## config.mk

```make
export PLATFORM = sky130hd
export DESIGN_NAME = seg_scan_controller
export DESIGN_NICKNAME = d
export VERILOG_FILES = /design/src/rtl/seg_scan_controller.sv
export SDC_FILE = /design/constraint.sdc
export NUM_CORES = 1
export LEC_CHECK = 0
export CORE_MARGIN = 2
export CORE_UTILIZATION = 28
export DETAILED_ROUTE_END_ITERATION = 10
export PLACE_DENSITY = 0.59
export SLEW_MARGIN = 20
export SYNTH_ARGS = -nofsm -noshare
export SYNTH_HDL_FRONTEND = slang
export SYNTH_SLANG_ARGS = --single-unit
```

## constraint.sdc

```tcl
create_clock -name clk -period 2.5 [get_ports clk]
set_input_delay 0.25 -clock clk [delete_from_list [all_inputs] [get_ports clk]]
set_output_delay 0.25 -clock clk [all_outputs]
set_load 0.02 [all_outputs]
```

## src/rtl/seg_scan_controller.sv

```systemverilog
// Four-digit 7-segment scan sequencer with frame-aligned double buffering,
// per-slot blanking against ghosting, and optional leading-zero suppression.
module seg_scan_controller #(
  parameter int SCAN_DIV     = 100000,
  parameter int BLANK_CYCLES = 1000
) (
  input  logic        clk,
  input  logic        reset,
  input  logic        load,
  input  logic [15:0] value_in,
  input  logic [3:0]  dp_in,
  input  logic        blank_lz,
  output logic [3:0]  digit_1,
  output logic [3:0]  digit_2,
  output logic [3:0]  digit_3,
  output logic [3:0]  digit_4,
  output logic [1:0]  refresh_count,
  output logic [3:0]  anode,
  output logic        dp,
  output logic        frame_done
);

  localparam int CW = (SCAN_DIV > 1) ? $clog2(SCAN_DIV) : 1;
  localparam logic [CW-1:0] CNT_LAST   = CW'(SCAN_DIV - 1);
  localparam logic [CW-1:0] BLANK_LAST = CW'(BLANK_CYCLES - 1);

  typedef enum logic {ST_BLANK, ST_SHOW} state_t;

  state_t       state_q, state_d;
  logic [CW-1:0] cnt_q, cnt_d;
  logic [1:0]   refresh_count_q, refresh_count_d;
  logic [15:0]  pending_val_q, pending_val_d;
  logic [3:0]   pending_dp_q, pending_dp_d;
  logic [15:0]  active_val_q, active_val_d;
  logic [3:0]   active_dp_q, active_dp_d;
  logic [3:0]   anode_q, anode_d;
  logic         dp_q, dp_d;
  logic         frame_done_q, frame_done_d;

  logic         slot_wrap;
  logic         frame_wrap;
  logic         upper_zero;
  logic [3:0]   suppress;

  always_comb begin
    slot_wrap       = (cnt_q == CNT_LAST);
    frame_wrap      = slot_wrap && (refresh_count_q == 2'd3);
    cnt_d           = slot_wrap ? '0 : cnt_q + CW'(1);
    refresh_count_d = slot_wrap ? refresh_count_q + 2'd1 : refresh_count_q;

    state_d = state_q;
    case (state_q)
      ST_BLANK: if (cnt_q == BLANK_LAST) state_d = ST_SHOW;
      ST_SHOW:  if (slot_wrap)           state_d = ST_BLANK;
      default:                           state_d = ST_BLANK;
    endcase

    pending_val_d = load ? value_in : pending_val_q;
    pending_dp_d  = load ? dp_in    : pending_dp_q;
    // Active is taken from pending_d so a load on the wrap edge bypasses straight in.
    active_val_d  = frame_wrap ? pending_val_d : active_val_q;
    active_dp_d   = frame_wrap ? pending_dp_d  : active_dp_q;

    upper_zero = 1'b1;
    suppress   = '0;
    for (int k = 3; k >= 0; k--) begin
      upper_zero  = upper_zero && (active_val_d[4*k +: 4] == 4'd0);
      suppress[k] = blank_lz && upper_zero && !active_dp_d[k] && (k != 0);
    end

    // Outputs are computed for the next cycle's slot so they line up with cnt/refresh_count.
    anode_d = 4'b1111;
    dp_d    = 1'b1;
    if (state_d == ST_SHOW && !suppress[refresh_count_d]) begin
      anode_d[refresh_count_d] = 1'b0;
      dp_d                     = ~active_dp_d[refresh_count_d];
    end

    frame_done_d = frame_wrap;
  end

  always_ff @(posedge clk) begin
    if (reset) begin
      state_q         <= ST_BLANK;
      cnt_q           <= '0;
      refresh_count_q <= 2'd0;
      pending_val_q   <= '0;
      pending_dp_q    <= '0;
      active_val_q    <= '0;
      active_dp_q     <= '0;
      anode_q         <= 4'b1111;
      dp_q            <= 1'b1;
      frame_done_q    <= 1'b0;
    end else begin
      state_q         <= state_d;
      cnt_q           <= cnt_d;
      refresh_count_q <= refresh_count_d;
      pending_val_q   <= pending_val_d;
      pending_dp_q    <= pending_dp_d;
      active_val_q    <= active_val_d;
      active_dp_q     <= active_dp_d;
      anode_q         <= anode_d;
      dp_q            <= dp_d;
      frame_done_q    <= frame_done_d;
    end
  end

  assign digit_1       = active_val_q[3:0];
  assign digit_2       = active_val_q[7:4];
  assign digit_3       = active_val_q[11:8];
  assign digit_4       = active_val_q[15:12];
  assign refresh_count = refresh_count_q;
  assign anode         = anode_q;
  assign dp            = dp_q;
  assign frame_done    = frame_done_q;

endmodule

```

Word level (Yosys, flattened, before mapping)
Index checks and enable logic that the tools add are counted.
{ "op_classes": {"mul": 0, "n_lt_le_gt_ge": 2, "n_reduce_logical": 20, "mux": 14, "n_addsub": 2, "div_mod_pow": 0, "shift": 0, "bitwise_logic": 4, "n_eq_ne": 3} }
{ "op_table": {"columns": ["operator", "count"], "rows": [
  ["$mux W16", 2],
  ["$add A17 B1 Y17 const B", 1],
  ["$eq A17 B10 Y1 const B", 1],
  ["$eq A17 B17 Y1 const B", 1],
  ["$logic_not A4 Y1", 3],
  ["$logic_and A1 B1 Y1", 11],
  ["$mux W4", 2],
  ["$mux W1", 5],
  ["$bmux W1 S2", 2],
  ["$logic_not A1 Y1", 4],
  ["$not A4 Y4", 1],
  ["$reduce_or A2 Y1", 2],
  ["$lt A2 B3 Y1 const B", 1],
  ["$not A1 Y1", 3],
  ["$add A2 B1 Y2 const B", 1],
  ["$demux W1 S2", 1],
  ["$eq A2 B2 Y1 const B", 1],
  ["$ge A2 B1 Y1 const B", 1],
  ["$mux W2", 1],
  ["$pmux W1 S2", 1]
]} }
{ "word_totals": {"romBits": 0, "latchBits": 0, "in_bits": 24, "n_memories": 0, "regBits": 66, "ramBits": 0, "output_inout_bits": 24} }

Longest topological paths before layout
{ "depth": {"ltp_word": 14, "mapped_depth": 9} }

Worst setup path after synthesis
Ideal clock, no wire load.
{ "synth_path": {"kind": "register to register", "from": "register cnt_q[11]", "to": "register anode_q[1], in the netlist anode[1]", "period_less_slack_ns": 2.318, "setup_time_ns": 0.082, "stages_incl_launch_ff": 6, "t_required_ns": 2.418, "arrival_ns": 2.236, "path_buffers": 0, "slack_ns": 0.182, "path_cell_list": "dfxtp_1 or4_4 nor4_4 mux2_2 o41a_1 o2111ai_1"} }
{ "synth_between": {"elab_chain_len": 14} }
{ "synth_rtl": {"columns": ["item", "line", "source"], "rows": [
  ["from (decl)", "30", "logic [CW-1:0] cnt_q, cnt_d;"],
  ["from (signal assigned)", "96", "cnt_q <= cnt_d;"],
  ["$eq A17 B17 Y1", "46", "slot_wrap = (cnt_q == CNT_LAST);"],
  ["$logic_and A1 B1 Y1", "47", "frame_wrap = slot_wrap && (refresh_count_q == 2'd3);"],
  ["$mux W16", "61", "active_val_d = frame_wrap ? pending_val_d : active_val_q;"],
  ["$logic_not A4 Y1", "67", "upper_zero = upper_zero && (active_val_d[4*k +: 4] == 4'd0);"],
  ["$logic_and A1 B1 Y1 (2 in series)", "67", null],
  ["$logic_and A1 B1 Y1 (2 in series)", "68", "suppress[k] = blank_lz && upper_zero && !active_dp_d[k] && (k != 0);"],
  ["$bmux W1 S2", "74", "if (state_d == ST_SHOW && !suppress[refresh_count_d]) begin"],
  ["$mux W1 (implied by the code)", "74", null],
  ["$logic_not A1 Y1", "74", null],
  ["$logic_and A1 B1 Y1", "74", null],
  ["$not A1 Y1 (no source line)", null, null],
  ["$reduce_or A2 Y1 (no source line)", null, null],
  ["to (signal assigned)", "102", "anode_q <= anode_d;"],
  ["to (decl)", "36", "logic [3:0] anode_q, anode_d;"]
]} }
Parallel ways exist; a longest one is shown, timed or not. The select of a mux whose other input is x is not followed.
A chain may end at the register's enable or synchronous reset.

Worst setup path after layout
{ "layout_path": {"from": "register cnt_q[0]", "to": "register anode_q[1], in the netlist anode[1]"} }
The elaborated chain is that of the path after synthesis.

==> metrics <==
via count=2182; CP Cell Sequence=ha_1, nand4_1, nor4_4, mux2_2, o41a_1, o2111ai_1; Skew-Pair Late Insertion Delay=0.35 ns; post_cts resized=0; antenna diode count=0; Cell Area, Synth=2670 um^2; critical path data required time=2.77 ns; min Tclk post-route=2.31 ns; ys async rst share=0%; root buf cell=clkbuf_8; Top FF cell, synth=dfxtp_1; R2R Setup Slk=0.19 ns; largest net degree at the start of global routing=28; GRT Total Usage=13.0%; PortBufs=47; clock skew=0.0116 ns; final hold violations=0; drt wl/cell=13.1 um; Final Wtd Congestion=0.828; CTS Buf Count=9; Clock Path Buffers=2; synthesized flop and latch total=66; crit-path max FO=4; die height=102 um; RSZ-0062 raised after global routing=false; Post-Syn Instances=284; top area cells in the synthesized netlist=dfxtp_1, nor2_1, mux2i_1; IO Count=48; Die Area=10300 um^2; CTS tree=built; post-CTS setup buffers=0; Buf/Inv on CP=0; leakage power=1.29 nW; CTS clk-pin slew, worst paths=0.07 ns; Avg Inst Size Synth=9.41 um^2; initial antenna violation count=0; FILL cells=911; worst-margin pin slew=0.443 ns; Post-Route WL=6.16 mm; final core occ=38.7%; Layout Nets=361; Yosys Warn Count=0; Total Power=2.35 mW; top cells by count, synth=nor2_1, dfxtp_1, mux2i_1, a211oi_1, nand2_1; number of synthesized flops with an enable pin=0; WP data arrival=2.58 ns; run status=finished clean; HP Class=flop to flop; grt ovf=0; register area share after synthesis=49.4%; die width=102 um; vias in the first global route=2205; MaxCap Viol Count=0; Worst slew margin=70.2%; Distinct cells, synth=43; top cell type's share of synthesized area=49.4%; Initial DRC Count=89; Tcrit/Tclk final=92.5%; most numerous cell in the Yosys netlist=nor2_1; Worst setup SP type=flop; largest stage delay on the critical path=0.42 ns; global-route wire length before repair=10.4 mm; hold slack=0.447 ns; setup ws final=0.187 ns; clock sinks=66; H-tree depth=3; Rows=35; initial cell density of the core=28.9%; TritonRoute pass-1 iters=4; endpoints failing setup=0; sum of negative setup slack=0 ns; slowest cell on the critical path=nor4_4; area of the multi-input gates=1270 um^2; share of cells above drive strength 1=10.0%; Post-route DRC=0; vias per std cell=4.65; area grow syn2layout=33.7%; storage element area=1320 um^2; worst vdd ir=0.000334 V; cell taking the most area after synthesis=dfxtp_1; cts hold-fix bufs=0; core area=9240 um^2; DP Wirelength=4.51 mm; CP delay by family, top=simple AND/OR/NAND/NOR gates; syn_nets=310; critical path type=flop to flop; dpl ws=0.184 ns; Fmax=432 MHz; Setup crit end kind=flop; power per cell area=658 nW/um^2; ANT nets after route=0; Max Slew Vio Count=0
[worst paths after layout]
path,end,cells past startpoint,start
worst min-delay path,cnt_q[0],1,cnt_q[0]
worst max register to register,anode[1],6,cnt_q[0]
worst max-delay path,anode[1],6,cnt_q[0]
worst min register to register,cnt_q[0],1,cnt_q[0]
[layout by cell type, fill, tap and decap left out, drive strengths merged, types with 6 or more instances in the layout]
| cell type | synthesis | routed |
|---|---|---|
| nor4 | 9 | 9 |
| xor2 | 10 | 10 |
| buf | 6 | 9 |
| clkbuf | 10 | 12 |
| nor2 | 69 | 69 |
| a211oi | 18 | 18 |
| nand2 | 11 | 11 |
| clkdlybuf4s50 | 0 | 47 |
| dfxtp | 66 | 66 |
| mux2i | 22 | 22 |
| nand3 | 7 | 7 |
| xnor2 | 6 | 6 |
| nor3 | 6 | 6 |
[where the power goes]
part / total, mW / switching (mW) / internal [mW]
Sequential: 1.09 / 0.0113 / 1.07
Combinational: 0.131 / 0.0627 / 0.0687
Clock: 1.13 / 0.416 / 0.718
[registers in the layout, summed over array words and instances (netlist names)]
| register | count |
|---|---|
| cnt_q | 17 |
| active_val_q | 16 |
| pending_val_q | 16 |
| active_dp_q | 4 |
| anode | 4 |
| pending_dp_q | 4 |
| refresh_count | 2 |
| dp | 1 |
| frame_done | 1 |
| state_q | 1 |
[cells by family after synthesis]
kind of cell               share of synthesized area, %
muxes                                              9.92
AOI/OAI and AO/OA                                  9.55
xor gates and xnor gates                           5.24
buffers and inverters                              2.86
and+or+nand+nor                                    22.1
DFF                                                49.4
adders and majority gates                         0.936
[cell type report]
| type | count | share of cell area (%) |
|---|---|---|
| clock buffers | 12 | 4.34 |
| inverters | 3 | 0.315 |
| well taps | 129 | 4.52 |
| repair buffers | 56 | 15.4 |
| multi-input cells | 199 | 35.7 |
| flip-flops and latches | 66 | 37.0 |
| clock inverters | 4 | 2.73 |
[routing by layer]
layer	up-vias	routed length (um)	share of wire, %	track usage, %
met4	0	183	3.0	7.17
met2	50	2600	42	19.3
met3	14	422	6.8	4.83
li1	1101	-	-	-
met1	1017	2960	48	16.2
met5	-	0	0	0
[stage by stage]
stage	area, um^2	std cells
finish	3570	469
global route	3570	469
CTS	3570	469
detailed placement	3320	453
global placement	3320	453
floorplan	2670	284
(Power assumes the default switching activity.)
